### src/rtl/calc_ctrl.sv
// calc_ctrl: key-sequencing controller for the calculator datapath.
// Collects operand A, a function code and operand B from a key-event stream.
// The operand and function registers drive an external combinational ALU directly.
// One cycle after equals, the controller captures the ALU result and compare flag.
// A result whose upper half is zero can be chained in as the next operand A.
// An illegal key sequence sets a sticky error that only clear removes.
//
// Ports:
//   clk_i, rst_ni        clock (rising edge), asynchronous active-low reset
//   key_valid_i          key strobe, accepted when key_valid_i && ready_o at an edge
//   key_type_i[1:0]      00 operand, 01 operator, 10 equals, 11 clear
//   key_data_i[width]    operand value, or function code in [1:0]
//   ready_o              low only during the single execute cycle
//   a_o, b_o, fct_o      registered ALU operands / function select
//   alu_s_i, alu_signal_i  ALU result and compare flag
//   result_o, flag_o     captured ALU result and flag
//   result_valid_o       result/flag hold a fresh result
//   error_o              sticky sequence/overflow error
module calc_ctrl #(
  parameter int unsigned width = 8
) (
  input  logic               clk_i,
  input  logic               rst_ni,
  input  logic               key_valid_i,
  input  logic [1:0]         key_type_i,
  input  logic [width-1:0]   key_data_i,
  output logic               ready_o,
  output logic [width-1:0]   a_o,
  output logic [width-1:0]   b_o,
  output logic [1:0]         fct_o,
  input  logic [2*width-1:0] alu_s_i,
  input  logic               alu_signal_i,
  output logic [2*width-1:0] result_o,
  output logic               flag_o,
  output logic               result_valid_o,
  output logic               error_o
);

  localparam logic [1:0] KeyOperand  = 2'b00;
  localparam logic [1:0] KeyOperator = 2'b01;
  localparam logic [1:0] KeyEquals   = 2'b10;
  localparam logic [1:0] KeyClear    = 2'b11;

  typedef enum logic [2:0] {
    StA,
    StOp,
    StB,
    StEq,
    StExec,
    StDone
  } state_t;

  state_t             r_state;
  logic [width-1:0]   r_a;
  logic [width-1:0]   r_b;
  logic [1:0]         r_fct;
  logic [2*width-1:0] r_result;
  logic               r_flag;
  logic               r_valid;
  logic               r_error;
  logic               r_ready;

  logic w_accept;
  logic w_chain_ok;

  assign w_accept   = key_valid_i && r_ready;
  // Chaining is only legal when the previous result fits in one operand.
  assign w_chain_ok = (r_result[2*width-1:width] == '0);

  always_ff @(posedge clk_i or negedge rst_ni) begin
    if (!rst_ni) begin
      r_state  <= StA;
      r_a      <= '0;
      r_b      <= '0;
      r_fct    <= '0;
      r_result <= '0;
      r_flag   <= 1'b0;
      r_valid  <= 1'b0;
      r_error  <= 1'b0;
      r_ready  <= 1'b1;
    end else if (r_state == StExec) begin
      // ready_o is low here, so no key (not even clear) competes with capture.
      r_result <= alu_s_i;
      r_flag   <= alu_signal_i;
      r_valid  <= 1'b1;
      r_ready  <= 1'b1;
      r_state  <= StDone;
    end else if (w_accept) begin
      if (key_type_i == KeyClear) begin
        r_state  <= StA;
        r_a      <= '0;
        r_b      <= '0;
        r_fct    <= '0;
        r_result <= '0;
        r_flag   <= 1'b0;
        r_valid  <= 1'b0;
        r_error  <= 1'b0;
        r_ready  <= 1'b1;
      end else if (!r_error) begin
        unique case (r_state)
          StA: begin
            if (key_type_i == KeyOperand) begin
              r_a     <= key_data_i;
              r_state <= StOp;
            end else if (key_type_i == KeyOperator) begin
              r_error <= 1'b1;
            end
          end
          StOp: begin
            if (key_type_i == KeyOperand) begin
              r_a <= key_data_i;
            end else if (key_type_i == KeyOperator) begin
              r_fct   <= key_data_i[1:0];
              r_state <= StB;
            end else if (key_type_i == KeyEquals) begin
              r_error <= 1'b1;
            end
          end
          StB: begin
            if (key_type_i == KeyOperand) begin
              r_b     <= key_data_i;
              r_state <= StEq;
            end else if (key_type_i == KeyOperator) begin
              r_fct <= key_data_i[1:0];
            end else if (key_type_i == KeyEquals) begin
              r_error <= 1'b1;
            end
          end
          StEq: begin
            if (key_type_i == KeyOperand) begin
              r_b <= key_data_i;
            end else if (key_type_i == KeyOperator) begin
              r_error <= 1'b1;
            end else if (key_type_i == KeyEquals) begin
              r_ready <= 1'b0;
              r_state <= StExec;
            end
          end
          StDone: begin
            if (key_type_i == KeyOperand) begin
              r_a     <= key_data_i;
              r_valid <= 1'b0;
              r_state <= StOp;
            end else if (key_type_i == KeyOperator) begin
              if (w_chain_ok) begin
                r_a     <= r_result[width-1:0];
                r_fct   <= key_data_i[1:0];
                r_valid <= 1'b0;
                r_state <= StB;
              end else begin
                r_error <= 1'b1;
              end
            end
          end
          default: ;
        endcase
      end
    end
  end

  assign ready_o        = r_ready;
  assign a_o            = r_a;
  assign b_o            = r_b;
  assign fct_o          = r_fct;
  assign result_o       = r_result;
  assign flag_o         = r_flag;
  assign result_valid_o = r_valid;
  assign error_o        = r_error;

endmodule

### config.mk
export PLATFORM = sky130hd
export DESIGN_NAME = calc_ctrl
export DESIGN_NICKNAME = d
export VERILOG_FILES = /design/src/rtl/calc_ctrl.sv
export SDC_FILE = /design/constraint.sdc
export NUM_CORES = 1
export LEC_CHECK = 0
export CAP_MARGIN = 25
export CORE_MARGIN = 5
export CORE_UTILIZATION = 51
export DETAILED_ROUTE_END_ITERATION = 10
export HOLD_SLACK_MARGIN = 0.12
export PLACE_DENSITY = 0.86
export SLEW_MARGIN = 20
export SYNTH_ARGS = -nofsm -noshare
export SYNTH_HDL_FRONTEND = slang
export SYNTH_SLANG_ARGS = --single-unit
### constraint.sdc
create_clock -name clk_i -period 4.74 [get_ports clk_i]
set_input_delay 0.948 -clock clk_i [delete_from_list [all_inputs] [get_ports clk_i]]
set_output_delay 0.948 -clock clk_i [all_outputs]
set_load 0.1 [all_outputs]
[Word-level counts from Yosys, hierarchy flattened]
Cells that the tools add are included.
Storage, ports and cells
  register bits after elaboration: 41
  input bits: 30
  output and inout port bits: 38
  logic and storage cells: 133
Operators by class
  eq/ne operators: 29
  multiplexer cells: 66
  bitwise operators: 1
  reductions and logical operators: 28
Operators by type and width (count)
  2-to-1 mux 8 bit: 9
  2-to-1 mux 16 bit: 3
  2-to-1 mux 3 bit: 14
  inequality test 4 bit (second input constant): 9
  2-to-1 mux 1 bit: 29
  inequality test 3 bit (second input constant): 6
  one-hot mux 8 bit (2 select lines): 1
  one-hot mux 3 bit (5 select lines): 1
  nonzero test 3 bit: 5
  2-to-1 mux 2 bit: 7
  AND reduction 12 bit: 1
  inequality test 5 bit (second input constant): 2
  AND reduction 5 bit: 2
  inequality test 3 x 1 -> 1 bit (second input constant): 3
  AND reduction 9 bit: 1
  zero test 8 bit: 1
  nonzero test 2 bit: 4
  nonzero test 4 bit: 2
  OR reduction 2 bit: 4
  AND reduction 7 bit: 1
  nonzero test 7 bit: 1
  == test 3 x 2 -> 1 bit (second input constant): 2
  == test 3 bit (second input constant): 2
  AND reduction 6 bit: 1
  11 further kinds: 13

[Longest topological paths before layout]
  depth in word-level cells: 9
  mapped depth: 8
  mapped depth without buffers: 7

[Worst setup path before layout]
OpenSTA, ideal clock, no wires.
  path kind: input-to-reg
  from: input key_type_i[0]
  to: register r_a[1], in the netlist a_o[1]
  library setup time: 71 ps
  arrival time: 2506 ps
  data required time: 4669 ps
  path slack: 2163 ps
  cell stages on the path: 8
  path buffers: 1
  cell sequence: inv_1 > ha_1 > inv_1 > o21ai_1 > a221o_1 > buf_6 > or4_1 > nand3_1
On the way
  longest elaborated chain between the ends: 5
  elaborated cells between the ends (all ways): 13
  classes of those cells: eq/ne (6); mux (4); reduce/logical (3)
RTL lines
  start, declared: line 25  | input logic [1:0] key_type_i,
  zero test 2 bit: line 102, 110, 140
  2-to-1 mux 8 bit: line 140  | if (key_type_i == KeyOperand) begin
  one-hot mux 8 bit (2 select lines): line 100  | unique case (r_state)
  2-to-1 mux 8 bit: line 99  | end else if (!r_error) begin
  2-to-1 mux 8 bit: line 89  | if (key_type_i == KeyClear) begin
  end signal, assigned: line 103  | r_a <= key_data_i;
  end signal, assigned: line 141  | r_a <= key_data_i;
  end signal, assigned: line 146  | r_a <= r_result[width-1:0];
  end, declared: line 54  | logic [width-1:0] r_a;
Parallel ways exist; a longest one is shown, timed or not. The select of a mux whose other input is x is not followed.
A chain may end at the register's enable or synchronous reset.

[Worst setup path after layout]
  from: input key_type_i[0]
  to: register r_a[0], in the netlist a_o[0]
Same word-level chain as after synthesis.

==> reports/results.ini <==
[worst_setup_path]
critPathRequiredTime_ns = 4.96
crit_fanout = 21
arrival_ns = 3.45
startpoint_type = input port
cp-end-kind = flop
worst-setup-path-type = input port to flop
rrSetupSlack_ns = 2.37

[power]
netSwitchingFraction_pct = 20.8
p_leak_uw = 0.00132
clkPwrFrac_pct = 41.5
switching_power_uw = 145
seqPwrFrac_pct = 50.2
fin_total_pwr_uw = 696
p_int_uw = 551
share_comb_of_total_power_pct = 8.3
power_density_mw_per_mm2 = 229
ir_drop_uv = 150

[detailed_routing]
drt_pre_antenna_iters = 4
ant_nets = 0
drc = 0
num_vias = 1951
viasPerCell = 5.76
drt_iter0_drc = 182
wl_per_cell_um = 16.6
routed_wl_mm = 5.64

[place]
routabilityCongestion = 0.883
placedCellCount = 330
post-dp-hpwl_mm = 4.07
dp_slack_ns = 1.25
port_buffers = 67

[min_path]
hold_class = flop to flop

[clock_tree]
clk_pin_slew_ns = 0.08
cts_root_buf = clkbuf_8
numCtsBuffers = 5
cts_resized = 0
cts_tree = built
htree_levels = 2
clock_latency_ns = 0.28
cts.sinks = 41
cts_hold_buf = 0
post_cts_buffers = 0
clk_path_buf_depth = 2

[final_layout]
post-route-util_pct = 70.3
final_common_cell = clkdlybuf4s50_1
fin_cells = 339
syn2layout_area_growth_pct = 34.3
n_fill_cell = 351
nNetsFinal = 322
drive_gt1_share_pct = 7.67
final_cell_mix = 66 x clkdlybuf4s50_1, 40 x dfrtp_1, 32 x nand2_1
n_antenna_cell = 0

[floorplan]
die_area_sq_mm = 0.00587
core_sq_mm = 0.00432
io_pins = 68
die_x_um = 76.6
die_height_um = 76.6
start_util_pct = 52.3
rows = 24

[flow_run]
max_cap_viol_count = 0

[global_route]
grt_pass1_wl_mm = 9.72
grt_max_degree = 42
gr-usage-all-layers_pct = 19.9
grt_pass1_vias = 1928
antenna_found_initial = 0
overflow = 0

[yosys]
synth_adder_area_share_pct = 3.32
syn-num-nets = 262
ys_seq_elements = 41
synth-xor-area-share_pct = 0.387
synth_edf_count = 0
synthDistinctLibCells = 46
ys_seq_area_share_pct = 45.4
syn-mean-instance-area_sq_um = 10.0
yosys_warnings = 0
synth_compound_area_share_pct = 17.7
synth_top_area_share_pct = 44.2
synthMuxAreaShare_pct = 5.80
yosys.area_share.simple_pct = 20.8
synth_async_sr_flop_share_pct = 100
syn_inst = 226
synth_top_family_by_area = simple AND/OR/NAND/NOR gates
netlist_area_sq_mm = 0.00226
ys_top_cells_by_area = dfrtp_1 44%, a22o_1 6.6%, mux2i_1 5.3%
synthFlopType = dfrtp_1
synth_top_area_cell = dfrtp_1

[sta]
fin_crit_sh_pct = 68.0
relSlewSlack_pct = 32.4
skew_ns = 0.00456
hold_viol_final = 0
max_freq_mhz = 310
drv_slew = 0
setup_tns_ns = 0
min_period_ns = 3.22
rsz0062_at_grt = false
setup_ws_ns = 1.52
setup_viol = 0
worst_pin_slew_ns = 1.01

[outcome]
status = finished clean

Yosys cell counts (all sizes together), types with 3 or more instances:
cell and number:
or4 8, nand3 18, nor3b 3, dfrtp 40, and2 3, nor2 4
buf 9, inv 9, a22o 18, o21ai 18, nor3 6, ha 6
clkbuf 7, nand2 32, a21oi 6, mux2i 12, nor2b 3
cell families (layout without fill, tap and decap cells):
kind of cell    Yosys count  in the layout
xor+xnor                  1              1
compound gates           55             55
buf+inv                  26             87
fa+ha+maj                 6              6
flops                    41             41
mux                      13             13
simple gates             84             84
worst max-delay path: stages:
cell and delay, ns:
clkdlybuf4s50_1 0.55, ha_1 0.18, buf_4 0.22, inv_1 0.31
a221o_1 0.58, or4_1 0.57, nand3_1 0.08
power by group through the flow:
stage / Combinational [uW] / Sequential, uW / Clock [uW]
2_1_floorplan: 21.1 / 357 / 0
3_3_place_gp: 55.1 / 356 / 0
3_5_place_dp: 55.9 / 356 / 0
4_1_cts: 56.3 / 349 / 292
5_1_grt: 63.8 / 349 / 313
6_report: 57.8 / 349 / 289
registers in the layout, indices dropped and copies added (netlist names):
signal and count:
b_o 8, fct_o 2, a_o 8, error_o 1, flag_o 1, result_o 16, r_state 3, result_valid_o 1
ready_o 1
path summary, 6_finish.rpt:
path	end	cells after the start	start
min in group asynchronous	b_o[2]	1	rst_ni
min	ready_o	2	ready_o
max in group asynchronous	ready_o	2	rst_ni
max reg2reg	b_o[2]	4	r_state[1]
max	a_o[0]	7	key_type_i[0]
min reg2reg	ready_o	2	ready_o
metal layers:
metal,GRT usage [%],vias up,part of all wire [%]
li1,-,939,-
met1,28.5,926,45
met2,29.4,82,47
met3,5.91,4,7.0
met4,5.24,0,0.60
met5,0,-,0
metrics by stage:
stage	hold WS (ns)	cell area [sq um]
6_report	0.478	3040
5_1_grt	0.504	3040
4_1_cts	0.484	3020
3_5_place_dp	0.468	2900
3_3_place_gp	0.460	2900
2_1_floorplan	0.614	2260
area by class of cell:
cell class	instances	area, sq um	area share [%]
inverter	9	33.8	1.11
sequential	41	1030	33.8
multi-input combinational	159	1100	36.1
clock inverter	1	30.0	0.988
tap	52	65.1	2.14
clock buffer	7	86.3	2.84
timing repair buffer	70	701	23.0
No activity file was read; power rests on OpenSTA's default activity.
